## src/rtl/flappy_pkg.sv

```systemverilog
// Shared game types and constants for the pipe scheduler and its helpers.
package flappy_pkg;

  typedef enum logic [1:0] {
    ST_IDLE = 2'd0,
    ST_PLAY = 2'd1,
    ST_DEAD = 2'd2
  } game_state_t;

  localparam logic [9:0] INIT_X [4] = '{10'd400, 10'd570, 10'd740, 10'd910};
  localparam logic [9:0] INIT_Y [4] = '{10'd160, 10'd200, 10'd240, 10'd280};

  localparam logic [9:0]  GAP_HALF    = 10'd75;
  localparam logic [9:0]  PIPE_HW     = 10'd25;
  localparam logic [9:0]  GAP_BASE    = 10'd100;
  localparam logic [7:0]  LFSR_SEED   = 8'hA5;
  localparam logic [23:0] COLOUR_LIVE = 24'h00C000;
  localparam logic [23:0] COLOUR_DEAD = 24'hC00000;

  // Colour follows the state the FSM is entering so it stays aligned with game_state.
  function automatic logic [23:0] state_colour(input game_state_t st);
    logic [23:0] c;
    case (st)
      ST_DEAD: c = COLOUR_DEAD;
      default: c = COLOUR_LIVE;
    endcase
    return c;
  endfunction

endpackage

```

## src/rtl/lfsr8.sv

```systemverilog
// Free-running 8-bit Fibonacci LFSR, x^8+x^6+x^5+x^4+1, used for pipe gap heights.
module lfsr8
  import flappy_pkg::*;
(
  input  logic       Clk,
  input  logic       Reset,
  output logic [7:0] q
);

  logic [7:0] q_r;

  // Shift register advancing every clock regardless of game state.
  always_ff @(posedge Clk) begin
    if (Reset) begin
      q_r <= LFSR_SEED;
    end else begin
      q_r <= {q_r[6:0], q_r[7] ^ q_r[5] ^ q_r[4] ^ q_r[3]};
    end
  end

  assign q = q_r;

endmodule

```

## src/rtl/pipe_scheduler.sv

```systemverilog
// Four-pipe scroller for a flappy-style game: game FSM, pipe motion/respawn,
// pass scoring and pipe colour.
module pipe_scheduler
  import flappy_pkg::*;
#(
  parameter int unsigned SPEED   = 2,
  parameter int unsigned SPACING = 170,
  parameter int unsigned BIRD_X  = 120
) (
  input  logic       Clk,
  input  logic       Reset,
  input  logic       frame_tick,
  input  logic       start,
  input  logic       collide,
  output logic [9:0] Pipe1X,
  output logic [9:0] Pipe2X,
  output logic [9:0] Pipe3X,
  output logic [9:0] Pipe4X,
  output logic [9:0] Pipe1Y,
  output logic [9:0] Pipe2Y,
  output logic [9:0] Pipe3Y,
  output logic [9:0] Pipe4Y,
  output logic [7:0] PipeR,
  output logic [7:0] PipeG,
  output logic [7:0] PipeB,
  output logic [1:0] game_state,
  output logic [7:0] score
);

  localparam logic [9:0] SPEED_W  = 10'(SPEED);
  localparam logic [9:0] WRAP_ADD = 10'(4 * SPACING);
  localparam logic [9:0] BIRD_W   = 10'(BIRD_X);

  game_state_t state_r, state_nx_s;
  logic [9:0]  x_r [4];
  logic [9:0]  y_r [4];
  logic [9:0]  nx_s [4];
  logic [3:0]  wrap_s, pass_s;
  logic [7:0]  score_r;
  logic [23:0] colour_r;
  logic [7:0]  lfsr_q_s;
  logic [9:0]  gap_s;
  logic        move_s;
  logic        unused_lfsr_lsb_s;

  lfsr8 u_lfsr (
    .Clk   (Clk),
    .Reset (Reset),
    .q     (lfsr_q_s)
  );

  assign unused_lfsr_lsb_s = lfsr_q_s[0];
  assign gap_s = GAP_BASE + {3'b000, lfsr_q_s[7:1]};

  // Next-state logic; collide has priority over start and frame_tick in PLAY.
  always_comb begin
    state_nx_s = state_r;
    case (state_r)
      ST_IDLE: if (start)   state_nx_s = ST_PLAY; else state_nx_s = ST_IDLE;
      ST_PLAY: if (collide) state_nx_s = ST_DEAD; else state_nx_s = ST_PLAY;
      ST_DEAD: if (start)   state_nx_s = ST_IDLE; else state_nx_s = ST_DEAD;
      default: state_nx_s = ST_IDLE;
    endcase
  end

  // Per-pipe step, wrap test (done on the pre-subtraction X) and bird-pass detection.
  always_comb begin
    move_s = (state_r == ST_PLAY) && frame_tick && !collide;
    for (int i = 0; i < 4; i++) begin
      nx_s[i]   = x_r[i] - SPEED_W;
      wrap_s[i] = (x_r[i] <= (PIPE_HW + SPEED_W));
      pass_s[i] = ((x_r[i] + PIPE_HW) >= BIRD_W) && ((nx_s[i] + PIPE_HW) < BIRD_W);
    end
  end

  // Game state, pipe positions, score and colour registers.
  always_ff @(posedge Clk) begin
    if (Reset) begin
      state_r  <= ST_IDLE;
      score_r  <= 8'd0;
      colour_r <= COLOUR_LIVE;
      for (int i = 0; i < 4; i++) begin
        x_r[i] <= INIT_X[i];
        y_r[i] <= INIT_Y[i];
      end
    end else begin
      state_r  <= state_nx_s;
      colour_r <= state_colour(state_nx_s);
      if ((state_r == ST_DEAD) && (state_nx_s == ST_IDLE)) begin
        for (int i = 0; i < 4; i++) begin
          x_r[i] <= INIT_X[i];
          y_r[i] <= INIT_Y[i];
        end
      end else if (move_s) begin
        for (int i = 0; i < 4; i++) begin
          if (wrap_s[i]) begin
            x_r[i] <= nx_s[i] + WRAP_ADD;
            y_r[i] <= gap_s;
          end else begin
            x_r[i] <= nx_s[i];
          end
        end
      end else begin
        for (int i = 0; i < 4; i++) begin
          x_r[i] <= x_r[i];
          y_r[i] <= y_r[i];
        end
      end
      if ((state_r == ST_IDLE) && (state_nx_s == ST_PLAY)) begin
        score_r <= 8'd0;
      end else if (move_s && (|pass_s) && (score_r != 8'd255)) begin
        score_r <= score_r + 8'd1;
      end else begin
        score_r <= score_r;
      end
    end
  end

  assign Pipe1X = x_r[0];
  assign Pipe2X = x_r[1];
  assign Pipe3X = x_r[2];
  assign Pipe4X = x_r[3];
  assign Pipe1Y = y_r[0];
  assign Pipe2Y = y_r[1];
  assign Pipe3Y = y_r[2];
  assign Pipe4Y = y_r[3];
  assign PipeR  = colour_r[23:16];
  assign PipeG  = colour_r[15:8];
  assign PipeB  = colour_r[7:0];
  assign game_state = state_r;
  assign score  = score_r;

endmodule

```

## config.mk

```make
export PLATFORM = sky130hd
export DESIGN_NAME = pipe_scheduler
export DESIGN_NICKNAME = d
export VERILOG_FILES = /design/src/rtl/flappy_pkg.sv /design/src/rtl/lfsr8.sv /design/src/rtl/pipe_scheduler.sv
export SDC_FILE = /design/constraint.sdc
export NUM_CORES = 1
export LEC_CHECK = 0
export BUFFER_PORTS_ARGS = -buffer_cell sky130_fd_sc_hd__buf_2
export CAP_MARGIN = 5
export CORE_UTILIZATION = 60
export CTS_CLUSTER_DIAMETER = 30
export DETAILED_ROUTE_END_ITERATION = 8
export PLACE_DENSITY = 0.86
export SYNTH_ARGS = -nofsm -noshare
export SYNTH_HDL_FRONTEND = slang
export SYNTH_SLANG_ARGS = --single-unit
```

## constraint.sdc

```tcl
create_clock -name Clk -period 6.5 [get_ports Clk]
set_input_delay 0.325 -clock Clk [delete_from_list [all_inputs] [get_ports Clk]]
set_output_delay 0.325 -clock Clk [all_outputs]
set_load 0.01 [all_outputs]
```

==> flow_summary.ini, run 1 <==
[run_status]
status = finished clean

[route]
wirelength_um = 12890
viasPerCell = 5.788
route.detailed.drc = 0
wl_per_cell_um = 15.72
drt_iter0_drc = 367
vias = 4746
ant_nets = 0
drtPass1Iterations = 5

[yosys]
syn_avg_cell_area_um2 = 9.309
synth-async-reset-ratio_pct = 0
seq_area_frac_synth_pct = 42.98
synth-edff-count = 69
yosys_most_used_dff = edfxtp_1
synth_area_um2 = 5753
synth-seq-cells = 89
netlist-cell-type-count = 72
yosysWarnings = 0
syn_inst = 618

[floorplan]
coreArea_um2 = 9284
initial_utilization_pct = 61.97
dieArea_um2 = 9984
pin_count = 119
row_count = 35
fp.dieH_um = 99.92
die_w_um = 99.92

[placement]
place_area_um2 = 6102
hpwl_um = 9277
portBuffers = 87
dp_worst_setup_slack_ps = 2858
numPlacedInstances = 804
place_congestion = 0.9086

[clock_network]
clock-root-buffer = clkbuf_8
path_clk_slew_ps = 100
cts_setup_buffers = 0
clk_latency_ps = 370
hold_buffers = 0
numCtsBuffers = 9
cts_sinks = 89
clock_path_buffers = 2
cts_tree = yes
cts_resized = 0
htree_levels = 3

[timing]
setup_tns_ps = 0
rsz0062_at_grt = false
fmax_mhz = 270.8
worst_pin_slew_ps = 1221
hold_viol = 0
hold_slack_ps = 263.1
clock_skew_ps = 12.88
slew_headroom_pct = 17.75
fin_ws_ps = 2808
setup_violations = 0
min_period_ps = 3692
drv_slew = 0
fin_crit_sh_pct = 56.80

[power]
irDropWorstVdd_mv = 0.09592
leakagePower_nw = 2.347
power_mw = 1.241
power.density_nw_per_um2 = 197.1

[finish]
layout_commonest_cell = buf_2
fin_cells = 820
utilization_pct = 67.83
n_antenna_cell = 0
final_nets = 709
layout-drive-gt1-share_pct = 17.95
fin_area_um2 = 6297
syn2layout_area_growth_pct = 9.461
mostFrequentLayoutCells = buf_2 (87), edfxtp_1 (69), nor2_1 (58), nand2_1 (58), xnor2_1 (37)

[critical_path]
path_max_fanout = 13
cp-start-kind = flip-flop
cp.required_ps = 6810
crit_type = flip-flop to flip-flop
worstPathArrival_ps = 4000
end_kind = flip-flop

[global_routing]
grt_pass1_wl_um = 20880
grt_pass1_vias = 4371
grt_max_degree = 22
antenna_found_initial = 0
overflow = 0
grt_usage_pct = 26.46

[min_path]
hp-class = input port to flip-flop

[flow_run]
max_cap_violations = 0
final timing paths:
kind | startpoint | endpoint | slack (ps) | cells after the start
max | x_r[0][1] | score[3] | 2810 | 11
min | collide | colour_r[22] | 260 | 3
max reg2reg | x_r[0][1] | score[3] | 2810 | 11
min reg2reg | u_lfsr.q[0] | u_lfsr.q[1] | 460 | 1
cells in the mapped netlist (all sizes together), types with 4 or more instances:
master,instances,area share [%]
a211oi,6,0.87
a21oi,24,2.1
and2,13,1.5
and3,7,0.76
and3b,4,0.61
buf,41,5.2
clkbuf,21,1.4
dfxtp,20,7.0
edfxtp,69,36
ha,18,3.9
inv,28,1.8
nand2,58,3.8
nand2b,12,1.3
nand3,16,1.4
nand3b,4,0.52
nand4,5,0.54
nor2,58,3.8
nor2b,12,1.3
nor3,20,1.7
nor3b,7,1.0
nor4,6,1.0
o211ai,4,0.52
o21ai,36,3.1
o31a,4,0.61
o31ai,12,1.6
or2,6,0.65
or3,7,0.85
or4,9,1.3
xnor2,37,5.6
xor2,12,1.8
layout make-up:
cell class | count | area, µm²
clock buffer | 9 | 123.9
multi-input combinational | 469 | 2913
fill | 752 | 2987
tap | 129 | 161.4
clock inverter | 7 | 71.32
sequential | 89 | 2472
timing repair buffer | 89 | 450.4
inverter | 28 | 105.1
per-layer routing:
layer | part of all wire, % | routed length, µm | up-vias | global-route usage [%]
met5 | 0 | 0 | - | 0
met4 | 1.6 | 210 | 0 | 9.389
met3 | 5.6 | 727 | 20 | 3.830
met2 | 49 | 6321 | 186 | 44.24
met1 | 44 | 5629 | 2252 | 35.21
li1 | - | - | 2288 | -
kinds of logic (layout without fill, tap and decap cells):
| family | after synthesis | after routing | share of synthesized area (%) |
|---|---|---|---|
| and+or+nand+nor | 255 | 255 | 23.79 |
| AOI/OAI and AO/OA | 114 | 114 | 13.07 |
| buffers and inverters | 90 | 133 | 8.351 |
| DFF | 89 | 89 | 42.98 |
| xor gates and xnor gates | 49 | 49 | 7.460 |
| adders and majority gates | 18 | 18 | 3.915 |
| muxes | 2 | 2 | 0.3697 |
| other | 1 | 31 | 0.06518 |
registers in the layout (all words and copies together), names as in the netlist:
register and count:
colour_r 2, game_state 2, score 8, u_lfsr.q 8
x_r 36, y_r 33
critical path, cell delays in order, from the launching register on:
cell and delay (ps):
edfxtp_1 520, inv_1 140, ha_1 260, nor3b_2 310
nand2_1 210, nor3b_1 180, or4b_2 630, a221oi_2 290
a221oi_1 200, and2_4 260, or4_1 480, a21oi_1 150
power by group:
part / switching [mW] / internal [mW] / total, mW
sequential: 0.0344 / 0.639 / 0.674
combinational: 0.115 / 0.0719 / 0.187
clock: 0.230 / 0.150 / 0.380
total: 0.380 / 0.861 / 1.24
Power figures use the tool's default switching activity.
==> run 2, diff against run 1 <==
--- a/config.mk
+++ b/config.mk
@@ -7,10 +7,10 @@
 export LEC_CHECK = 0
 export BUFFER_PORTS_ARGS = -buffer_cell sky130_fd_sc_hd__buf_2
 export CAP_MARGIN = 5
-export CORE_UTILIZATION = 60
+export CORE_UTILIZATION = 56
 export CTS_CLUSTER_DIAMETER = 30
 export DETAILED_ROUTE_END_ITERATION = 8
-export PLACE_DENSITY = 0.86
+export PLACE_DENSITY = 0.81
 export SYNTH_ARGS = -nofsm -noshare
 export SYNTH_HDL_FRONTEND = slang
 export SYNTH_SLANG_ARGS = --single-unit
==> constraint.sdc (replaced) <==
create_clock -name Clk -period 3.5 [get_ports Clk]
set_input_delay 0.175 -clock Clk [delete_from_list [all_inputs] [get_ports Clk]]
set_output_delay 0.175 -clock Clk [all_outputs]
set_load 0.01 [all_outputs]
==> flow_summary.ini, run 2 (synthesis results as in run 1) <==
[global_routing]
antenna_found_initial = 0
overflow = 0
grt_pass1_vias = 4199
grt_max_degree = 19
grt_usage_pct = 24.54
grt_pass1_wl_um = 19990

[clock_network]
clock_path_buffers = 2
numCtsBuffers = 9
cts_tree = yes
hold_buffers = 0
clock-root-buffer = clkbuf_8
clk_latency_ps = 380
htree_levels = 3
cts_sinks = 89
path_clk_slew_ps = 100

[finish]
mostFrequentLayoutCells = buf_2 (87), edfxtp_1 (69), nor2_1 (58), nand2_1 (58), xnor2_1 (36)
final_nets = 735
layout-drive-gt1-share_pct = 21.76
n_antenna_cell = 0
largest-register = x_r
largest_register_ffs = 36
reg.largest.list = x_r: 36 flops, y_r: 33 flops
layout_commonest_cell = buf_2
syn2layout_area_growth_pct = 13.61

[route]
drtPass1Iterations = 5
ant_nets = 0
wirelength_um = 13070
drt_iter0_drc = 277
viasPerCell = 5.635
vias = 4790
route.detailed.drc = 0
wl_per_cell_um = 15.38

[critical_path]
crit_type = flip-flop to flip-flop
cp-start-kind = flip-flop
worstPathArrival_ps = 3690
cp.required_ps = 3810
path_max_fanout = 10
end_kind = flip-flop
slowest_stage = or4_4
worstPathCellList = or4_4, nor4_4, xnor2_2, buf_4, or3b_1, a221oi_2, a221oi_2, and2_4, or4_1, a21oi_2
slowest_delay_ps = 580
cp_common_cell = a221oi_2

[power]
power.density_nw_per_um2 = 357.8
comb_power_share_pct = 16.8
switchingPower_mw = 0.7172
seq_power_share_pct = 52.8
clkPwrFrac_pct = 30.4
p_sw_share_pct = 30.67
leakagePower_nw = 2.485
power.internal_mw = 1.621
irDropWorstVdd_mv = 0.1734

[floorplan]
die_w_um = 103.4
row_count = 36
initial_utilization_pct = 58.32
fp.dieH_um = 103.4
pin_count = 119
coreArea_um2 = 9864
dieArea_um2 = 10680

[flow_run]
max_cap_violations = 0

[timing]
worst_pin_slew_ps = 1128
setup_tns_ps = 0
hold_viol = 0
fin_crit_sh_pct = 96.61
slew_headroom_pct = 24.15
hold_slack_ps = 87.22
clock_skew_ps = 11.34
setup_violations = 0
drv_slew = 0
fmax_mhz = 295.7
min_period_ps = 3381
rsz0062_at_grt = false

[placement]
hpwl_um = 9481
place_congestion = 0.8575
portBuffers = 87

[run_status]
status = finished clean

[min_path]
hp-class = input port to flip-flop
==> run 2: layer usage <==
metal,global-route usage (%),vias up,routed length (µm)
met5,0,-,0
met4,6.934,0,110
met3,5.444,10,875
met2,41.62,202,6499
met1,31.51,2242,5587
li1,-,2336,-
==> run 2: path summary, 6_finish.rpt <==
path               startpoint      endpoint  slack [ps]  cells after the start
setup / recovery    x_r[0][2]      score[4]         120                     10
hold / removal        collide  colour_r[22]          90                      3
setup reg to reg    x_r[0][2]      score[4]         120                     10
hold reg to reg   u_lfsr.q[0]   u_lfsr.q[1]         450                      1
==> run 2: cell type report <==
type / count / area (µm²)
fillers: 797 / 3328
flip-flops and latches: 89 / 2472
clock inverters: 7 / 73.82
multi-input cells: 469 / 2949
clock buffers: 9 / 123.9
inverters: 28 / 105.1
repair buffers: 115 / 645.6
well taps: 133 / 166.4
==> run 2: what timing repair did <==
item	4_1_cts	5_1_grt
hold endpoints to repair	0	0
gates resized for setup	0	8
setup endpoints to repair	0	8
buffers inserted	0	3
==> run 2: power by group through the flow <==
| stage | registers [mW] | logic, mW | clock network [mW] |
|---|---|---|---|
| after global placement | 1.25 | 0.365 | 0 |
| final | 1.23 | 0.393 | 0.711 |
| after global routing | 1.24 | 0.432 | 0.766 |
| after detailed placement | 1.26 | 0.378 | 0 |
| after floorplan | 1.26 | 0.285 | 0 |
| after CTS | 1.23 | 0.381 | 0.723 |
==> run 2: metrics by stage <==
stage               setup slack (ps)  util [%]  cells  power, mW  instance area, µm²
floorplan                      148.2         -    648      1.544                5866
global placement               143.2     63.66    831      1.618                6280
detailed placement             49.02     63.66    831      1.636                6280
CTS                            6.014     65.66    847      2.337                6477
global route                   4.787     66.26    850      2.439                6536
finish                         118.6     66.26    850      2.339                6536
==> run 2: worst max-delay path: cells and delay by family, from the launching register on <==
kind / cells / cell delay (ps)
buffers and inverters: 1 / 150
AOI/OAI and AO/OA: 3 / 630
DFF: 1 / 410
xor gates and xnor gates: 1 / 120
and+or+nand+nor: 5 / 2000
